File: src/rtl/seq_serializer.sv
// Parallel-to-serial front end for the bit-serial sequence detectors.
// One word shifts out while the next waits in a single-entry holding buffer.
//
// state | meaning
// IDLE  | nothing shifting; x_out sits at IDLE_BIT
// SHIFT | a word is on x_out, one bit per clock
module seq_serializer #(
    parameter int unsigned WIDTH     = 8,
    parameter bit          MSB_FIRST = 1'b1,
    parameter bit          IDLE_BIT  = 1'b1
) (
    input  logic             clk,
    input  logic             rst_n,
    input  logic [WIDTH-1:0] din,
    input  logic             din_valid,
    output logic             din_ready,
    output logic             x_out,
    output logic             x_valid,
    output logic             frame_done,
    output logic             busy
);

    localparam int unsigned     CW      = $clog2(WIDTH);
    localparam logic [CW-1:0]   LAST    = CW'(WIDTH - 1);
    localparam int unsigned     OUT_IDX = MSB_FIRST ? WIDTH - 1 : 0;

    typedef enum logic {
        IDLE  = 1'b0,
        SHIFT = 1'b1
    } state_t;

    state_t           state_q;
    logic             hold_full_q;
    logic [WIDTH-1:0] hold_q;
    logic [WIDTH-1:0] sh_q;
    logic [CW-1:0]    cnt_q;

    logic             accept;
    logic             at_last;
    logic [WIDTH-1:0] sh_next;

    assign accept  = din_valid && !hold_full_q;
    assign at_last = (cnt_q == LAST);
    // Shift toward the output end, zero-filling behind.
    assign sh_next = MSB_FIRST ? {sh_q[WIDTH-2:0], 1'b0} : {1'b0, sh_q[WIDTH-1:1]};

    always_ff @(posedge clk) begin
        if (!rst_n) begin
            state_q     <= IDLE;
            hold_full_q <= 1'b0;
            hold_q      <= '0;
            sh_q        <= '0;
            cnt_q       <= '0;
        end else begin
            if (accept) begin
                hold_q      <= din;
                hold_full_q <= 1'b1;
            end
            case (state_q)
                IDLE: begin
                    if (hold_full_q) begin
                        sh_q        <= hold_q;
                        cnt_q       <= '0;
                        hold_full_q <= 1'b0;
                        state_q     <= SHIFT;
                    end
                end
                SHIFT: begin
                    if (!at_last) begin
                        sh_q  <= sh_next;
                        cnt_q <= cnt_q + CW'(1);
                    end else if (hold_full_q) begin
                        // Reload on the last bit so consecutive words leave no idle gap.
                        sh_q        <= hold_q;
                        cnt_q       <= '0;
                        hold_full_q <= 1'b0;
                    end else begin
                        state_q <= IDLE;
                    end
                end
                default: state_q <= IDLE;
            endcase
        end
    end

    assign din_ready  = !hold_full_q;
    assign x_valid    = (state_q == SHIFT);
    assign x_out      = (state_q == SHIFT) ? sh_q[OUT_IDX] : IDLE_BIT;
    assign frame_done = (state_q == SHIFT) && at_last;
    assign busy       = (state_q == SHIFT) || hold_full_q;

endmodule
File: config.mk
export PLATFORM = sky130hd
export DESIGN_NAME = seq_serializer
export DESIGN_NICKNAME = d
export VERILOG_FILES = /design/src/rtl/seq_serializer.sv
export SDC_FILE = /design/constraint.sdc
export NUM_CORES = 1
export LEC_CHECK = 0
export BUFFER_PORTS_ARGS = -buffer_cell sky130_fd_sc_hd__buf_4
export CAP_MARGIN = 10
export CORE_UTILIZATION = 44
export DETAILED_ROUTE_END_ITERATION = 10
export GPL_TIMING_DRIVEN = 0
export PLACE_DENSITY_LB_ADDON = 0.12
export SKIP_LAST_GASP = 1
export SLEW_MARGIN = 25
export SYNTH_ARGS = -nofsm -noshare
export SYNTH_HDL_FRONTEND = slang
export SYNTH_SLANG_ARGS = --single-unit
File: constraint.sdc
create_clock -name clk -period 2.1 [get_ports clk]
set_clock_uncertainty 0.2 [all_clocks]
set_input_delay 0.315 -clock clk [delete_from_list [all_inputs] [get_ports clk]]
set_output_delay 0.315 -clock clk [all_outputs]
set_load 0.03 [all_outputs]
==> flow_metrics.env, run 1 <==
export IMPL_crit_path_frequent_cell="ha_1"
export IMPL_rr_worst_depth=7
export IMPL_route_detailed_drc=0
export IMPL_period_needed_ns=1.844
export IMPL_synth_top_area_share_pct=45.84
export IMPL_final_max_slew_viol_count=0
export IMPL_vias=709
export IMPL_n_antenna_cell=0
export IMPL_syn_nets=113
export IMPL_synth_seq_area_share_pct=45.84
export IMPL_cts_root_buffer="clkbuf_4"
export IMPL_period_share_pct=87.80
export IMPL_cp_arrival_ns=1.33
export IMPL_multi_input_area_um2=441.7
export IMPL_p_int_mw=0.5556
export IMPL_required_ns=1.58
export IMPL_cts_max_path_buffers=2
export IMPL_overflow=0
export IMPL_first_pass_iters=4
export IMPL_crit_reg2reg_launch="cnt_q[0]$_SDFF_PN0_"
export IMPL_crit_start="cnt_q[0]$_SDFF_PN0_"
export IMPL_seq_power_share_pct=57.7
export IMPL_h_tree_depth=1
export IMPL_critPathKind="reg2out"
export IMPL_final_cell_mix="dfxtp_1 (21), nand2_1 (17), buf_4 (15)"
export IMPL_rsz0062_at_grt="false"
export IMPL_layout_commonest_cell="dfxtp_1"
export IMPL_drt_iter0_drc=9
export IMPL_setup_tns_ns=0
export IMPL_drtAntennaViolNets=0
export IMPL_hold_buffers=0
export IMPL_clkPwrFrac_pct=25.8
export IMPL_syn_avg_cell_area_um2=9.264
export IMPL_drive_above_1_share_pct=21.19
export IMPL_pin_count=16
export IMPL_cts_tree="yes"
export IMPL_wl_per_cell_um=11.21
export IMPL_critPathMaxStageDelay_ns=0.34
export IMPL_clkTransAtPathRegs_ns=0.12
export IMPL_status="finished clean"
export IMPL_fmax_ghz=0.5424
export IMPL_ys_warn_count=0
export IMPL_synth_top_area_cell="dfxtp_1"
export IMPL_power_switching_mw=0.2027
export IMPL_clk_latency_ns=0.30
export IMPL_combPwrFrac_pct=16.5
export IMPL_cp_max_fo=3
export IMPL_power_density_nw_per_um2=694.9
export IMPL_hold_viol=0
export IMPL_design_core_area_um2=1962
export IMPL_grt_first_pass_wirelength_um=2649
export IMPL_setup_viol=0
export IMPL_rows=16
export IMPL_place_gp_congestion=0.7075
export IMPL_ctsResizeCount=0
export IMPL_hold_path_class="in2reg"
export IMPL_via_per_inst=4.890
export IMPL_layout_nets=133
export IMPL_finalPower_mw=0.7582
export IMPL_synthesis_area_um2=917.1
export IMPL_syn2layout_area_growth_pct=18.96
export IMPL_die_w_um=47.66
export IMPL_numCtsBuffers=3
export IMPL_relSlewSlack_pct=74.98
export IMPL_cap_violations=0
export IMPL_crit_slowest_cell="dfxtp_1"
export IMPL_grtUsageTotal_pct=16.88
export IMPL_wl_um=1625
export IMPL_dieArea_um2=2271
export IMPL_hp_start="din[4]"
export IMPL_grt_max_degree=13
export IMPL_ys_ff_latch=21
export IMPL_cp_end_kind="primary output"
export IMPL_seqCellArea_um2=420.4
export IMPL_crit_chain="ha_1 -> ha_1 -> and2_1 -> buf_4"
export IMPL_power_leakage_nw=0.4671
export IMPL_start_kind="flip-flop"
export IMPL_yosysUniqueCellTypes=22
export IMPL_worstHoldPathCells=3
export IMPL_fp_dieH_um=47.66
export IMPL_peakVddDrop_uv=428.2
export IMPL_grt_pass1_vias=638
export IMPL_clock_sinks=21
export IMPL_fillers=205
export IMPL_io_buffer_count=15
export IMPL_antenna_found_initial=0
export IMPL_synthTopCellsByArea="dfxtp_1 (46%), mux2i_1 (8.7%), a21boi_0 (7.4%)"
export IMPL_power_switching_share_pct=26.73
export IMPL_synthCells=99
export IMPL_hpwl_um=1153
export IMPL_postCtsSetupBuffers=0
export IMPL_start_util_pct=46.75
export IMPL_worst_pin_slew_ns=0.3753
[routing by layer]
layer  global-route usage [%]  routed length (um)  vias to the layer above
li1                         -                   -                      370
met1                    20.70                 815                      322
met2                    27.67                 746                       13
met3                    3.774                  38                        4
met4                    8.889                  24                        0
met5                        0                   0                        -
[power groups by stage]
| stage | combinational (mW) | sequential, mW | clock, mW |
|---|---|---|---|
| 2_1_floorplan | 0.0834 | 0.446 | 0 |
| 5_1_grt | 0.141 | 0.441 | 0.219 |
| 6_report | 0.125 | 0.438 | 0.195 |
| 3_3_place_gp | 0.123 | 0.446 | 0 |
| 3_5_place_dp | 0.127 | 0.447 | 0 |
| 4_1_cts | 0.127 | 0.438 | 0.203 |
[synthesized netlist by cell type]
library cell  number
dfxtp_1           21
nand2_1           17
a21boi_0           9
mux2i_1            8
a21oi_1            7
o21ai_0            7
buf_6              3
ha_1               3
nor2_1             3
a31oi_1            2
and3b_1            2
buf_2              2
clkbuf_1           2
nand2b_1           2
nor2b_1            2
o21a_1             2
or2b_1             2
and2_1             1
and2b_1            1
and3_1             1
inv_1              1
or2_2              1
[layout make-up]
class	count	area share [%]
Buffer	7	4.702
Inverter	1	0.3440
Timing Repair Buffer	15	10.32
Tap cell	27	3.096
Sequential cell	21	38.53
Clock inverter	1	0.4587
Multi-Input combinational cell	70	40.48
Clock buffer	3	2.064
[through the flow]
step,std cells,hold WS [ns],cell area (um^2),utilization [%],worst slack (ns)
2_1_floorplan,99,0.2431,917.1,-,0.4902
3_3_place_gp,141,0.2540,1064,54.21,0.4546
3_5_place_dp,141,0.2593,1064,54.21,0.4353
4_1_cts,145,0.04754,1091,55.61,0.2439
5_1_grt,145,0.05842,1091,55.61,0.1766
6_report,145,0.05693,1091,55.61,0.2562
[final timing paths]
| kind | endpoint | slack [ns] |
|---|---|---|
| worst min-delay path | hold_q[4]$_SDFFE_PN0P_ | 0.06 |
| worst max-delay path | frame_done | 0.26 |
| worst max register to register | sh_q[4]$_SDFF_PN0_ | 0.43 |
| worst min register to register | hold_q[2]$_SDFFE_PN0P_ | 0.27 |
[logic make-up after synthesis]
kind of cell / count (synthesis) / share of synthesized area, %
mux: 8 / 8.732
flops: 21 / 45.84
simple gates: 32 / 17.33
fa+ha+maj: 3 / 4.093
compound gates: 27 / 18.01
buf+inv: 8 / 6.002
[worst max-delay path: cells and delay by family (launching register included)]
family,cells,cell delay [ns]
simple gates,1,0.13
flops,1,0.34
buf+inv,1,0.16
fa+ha+maj,2,0.39
[flip-flops by register name, summed over array words and instances (netlist names)]
signal       flops
sh_q             8
cnt_q            3
hold_full_q      1
x_valid          1
hold_q           8
Power figures use the tool's default switching activity.
==> run 2: changes to the inputs <==
--- a/config.mk
+++ b/config.mk
@@ -12,4 +12,5 @@
 export GPL_TIMING_DRIVEN = 0
 export PLACE_DENSITY_LB_ADDON = 0.12
+export RECOVER_POWER = 25
 export SKIP_LAST_GASP = 1
 export SLEW_MARGIN = 25
==> constraint.sdc (replaced) <==
create_clock -name clk -period 2.1 [get_ports clk]
set_clock_uncertainty 0.2 [all_clocks]
set_input_delay 0.105 -clock clk [delete_from_list [all_inputs] [get_ports clk]]
set_output_delay 0.105 -clock clk [all_outputs]
set_load 0.03 [all_outputs]
==> run 2 against run 1 <==
Sequential cell count unchanged. Clock power is essentially flat. Power rose by 1.6%. Fmax is 5.4% higher. Worst setup slack improved by 0.095 ns. Wire length rose by 3.9%. Critical path type is now reg2reg.
==> flow_metrics.env, run 2 (synthesis gave the netlist of run 1 again) <==
export IMPL_n_antenna_cell=0
export IMPL_numCtsBuffers=3
export IMPL_final_core_utilization_pct=60.01
export IMPL_rows=16
export IMPL_final_max_slew_viol_count=0
export IMPL_start_kind="flip-flop"
export IMPL_hpwl_um=1153
export IMPL_grt_max_degree=13
export IMPL_cts_root_buffer="clkbuf_4"
export IMPL_wl_um=1688
export IMPL_wl_met1_um=844
export IMPL_h_tree_depth=1
export IMPL_clkTransAtPathRegs_ns=0.12
export IMPL_largestRegisters="hold_q x8, sh_q x8, cnt_q x3"
export IMPL_syn2layout_area_growth_pct=28.38
export IMPL_vias=734
export IMPL_pre_cts_ws_ns=0.4353
export IMPL_drt_iter0_drc=8
export IMPL_cap_violations=0
export IMPL_design_core_area_um2=1962
export IMPL_via_per_inst=4.766
export IMPL_setup_tns_ns=0
export IMPL_period_needed_ns=1.749
export IMPL_die_w_um=47.66
export IMPL_postCtsSetupBuffers=0
export IMPL_dieArea_um2=2271
export IMPL_required_ns=2.15
export IMPL_cts_max_path_buffers=2
export IMPL_wl_per_cell_um=10.96
export IMPL_grtUsageTotal_pct=17.11
export IMPL_layout_nets=142
export IMPL_antenna_found_initial=0
export IMPL_setup_viol=0
export IMPL_drive_above_1_share_pct=18.90
export IMPL_fmax_ghz=0.5717
export IMPL_drtAntennaViolNets=0
export IMPL_place_gp_congestion=0.7075
export IMPL_start_util_pct=46.75
export IMPL_cts_tree="yes"
export IMPL_pin_count=16
export IMPL_hold_viol=0
export IMPL_clk_latency_ns=0.30
export IMPL_grt_pass1_vias=651
export IMPL_fillers=196
export IMPL_wl_met2_um=783
export IMPL_final_cell_mix="dfxtp_1 (21), nand2_1 (17), buf_4 (14)"
export IMPL_worst_pin_slew_ns=0.3904
export IMPL_top_layer="met4"
export IMPL_fp_dieH_um=47.66
export IMPL_period_share_pct=83.29
export IMPL_hold_path_class="in2reg"
export IMPL_grt_first_pass_wirelength_um=2691
export IMPL_power_density_nw_per_um2=654.5
export IMPL_rsz0062_at_grt="false"
export IMPL_cp_arrival_ns=1.80
export IMPL_status="finished clean"
export IMPL_power_leakage_nw=0.5028
export IMPL_first_pass_iters=3
export IMPL_wl_met3_um=36
export IMPL_peakVddDrop_uv=455.2
export IMPL_route_detailed_drc=0
export IMPL_cp_end_kind="flip-flop"
export IMPL_relSlewSlack_pct=73.97
export IMPL_io_buffer_count=15
export IMPL_overflow=0
export IMPL_layout_commonest_cell="dfxtp_1"
export IMPL_setup_slack_ns=0.3509
export IMPL_clock_sinks=21
export IMPL_cp_max_fo=9
export IMPL_critPathKind="reg2reg"
-- run 2: cell types whose count changed in the layout (fill, tap and decap cells not counted), sizes merged --
cell	previous run	this run
dlygate4sd3	0	9
clkbuf	5	6
buf	20	19
-- run 2: layout make-up --
type / count / area (um^2) / share of cell area [%]
buffer: 7 / 51.30 / 4.357
clock buffer: 3 / 22.52 / 1.913
clock inverter: 1 / 5.005 / 0.4251
inverter: 1 / 3.754 / 0.3188
multi-input combinational: 70 / 441.7 / 37.51
sequential: 21 / 420.4 / 35.71
tap: 27 / 33.78 / 2.869
timing repair buffer: 24 / 198.9 / 16.90
-- run 2: path summary, 6_finish.rpt --
| check | start | end | slack [ns] | cells past startpoint |
|---|---|---|---|---|
| hold reg to reg | hold_q[2]$_SDFFE_PN0P_ | hold_q[2]$_SDFFE_PN0P_ | 0.27 | 2 |
| setup reg to reg | hold_full_q$_SDFF_PN0_ | hold_q[0]$_SDFFE_PN0P_ | 0.35 | 5 |
| setup / recovery | hold_full_q$_SDFF_PN0_ | hold_q[0]$_SDFFE_PN0P_ | 0.35 | 5 |
| hold / removal | din_valid | hold_q[2]$_SDFFE_PN0P_ | 0.07 | 5 |
-- run 2: critical path: stages (launching register included) --
cell and delay [ns]:
dfxtp_1 0.34, and2b_1 0.18, buf_2 0.20, nand2_1 0.07
a21boi_0 0.14, dlygate4sd3_1 0.57
-- run 2: repair_timing --
action | CTS | global route
endpoints found under the hold margin | 8 | 0
hold buffers | 9 | 0
resized for setup | 0 | 0
-- run 2: layer usage --
| layer | vias up | global-route usage, % |
|---|---|---|
| met5 | - | 0 |
| met4 | 0 | 8.889 |
| met3 | 4 | 3.774 |
| met2 | 11 | 28.22 |
| met1 | 329 | 20.93 |
| li1 | 390 | - |
-- run 2: power breakdown --
part	switching (mW)	total, mW	leakage (nW)	internal [mW]
clock network	0.125	0.196	0.0177	0.0710
logic	0.0669	0.137	0.313	0.0704
registers	0.0136	0.438	0.172	0.424
-- run 2: per-stage QoR --
stage          hold WS, ns  power (mW)  area [um^2]  instances
2_1_floorplan      0.04987      0.5298        917.1         99
3_3_place_gp        0.1668      0.5693         1064        141
3_5_place_dp        0.1737      0.5732         1064        141
4_1_cts            0.06921      0.7809         1181        154
6_report           0.06945      0.7706         1177        154
5_1_grt            0.09394      0.8140         1177        154
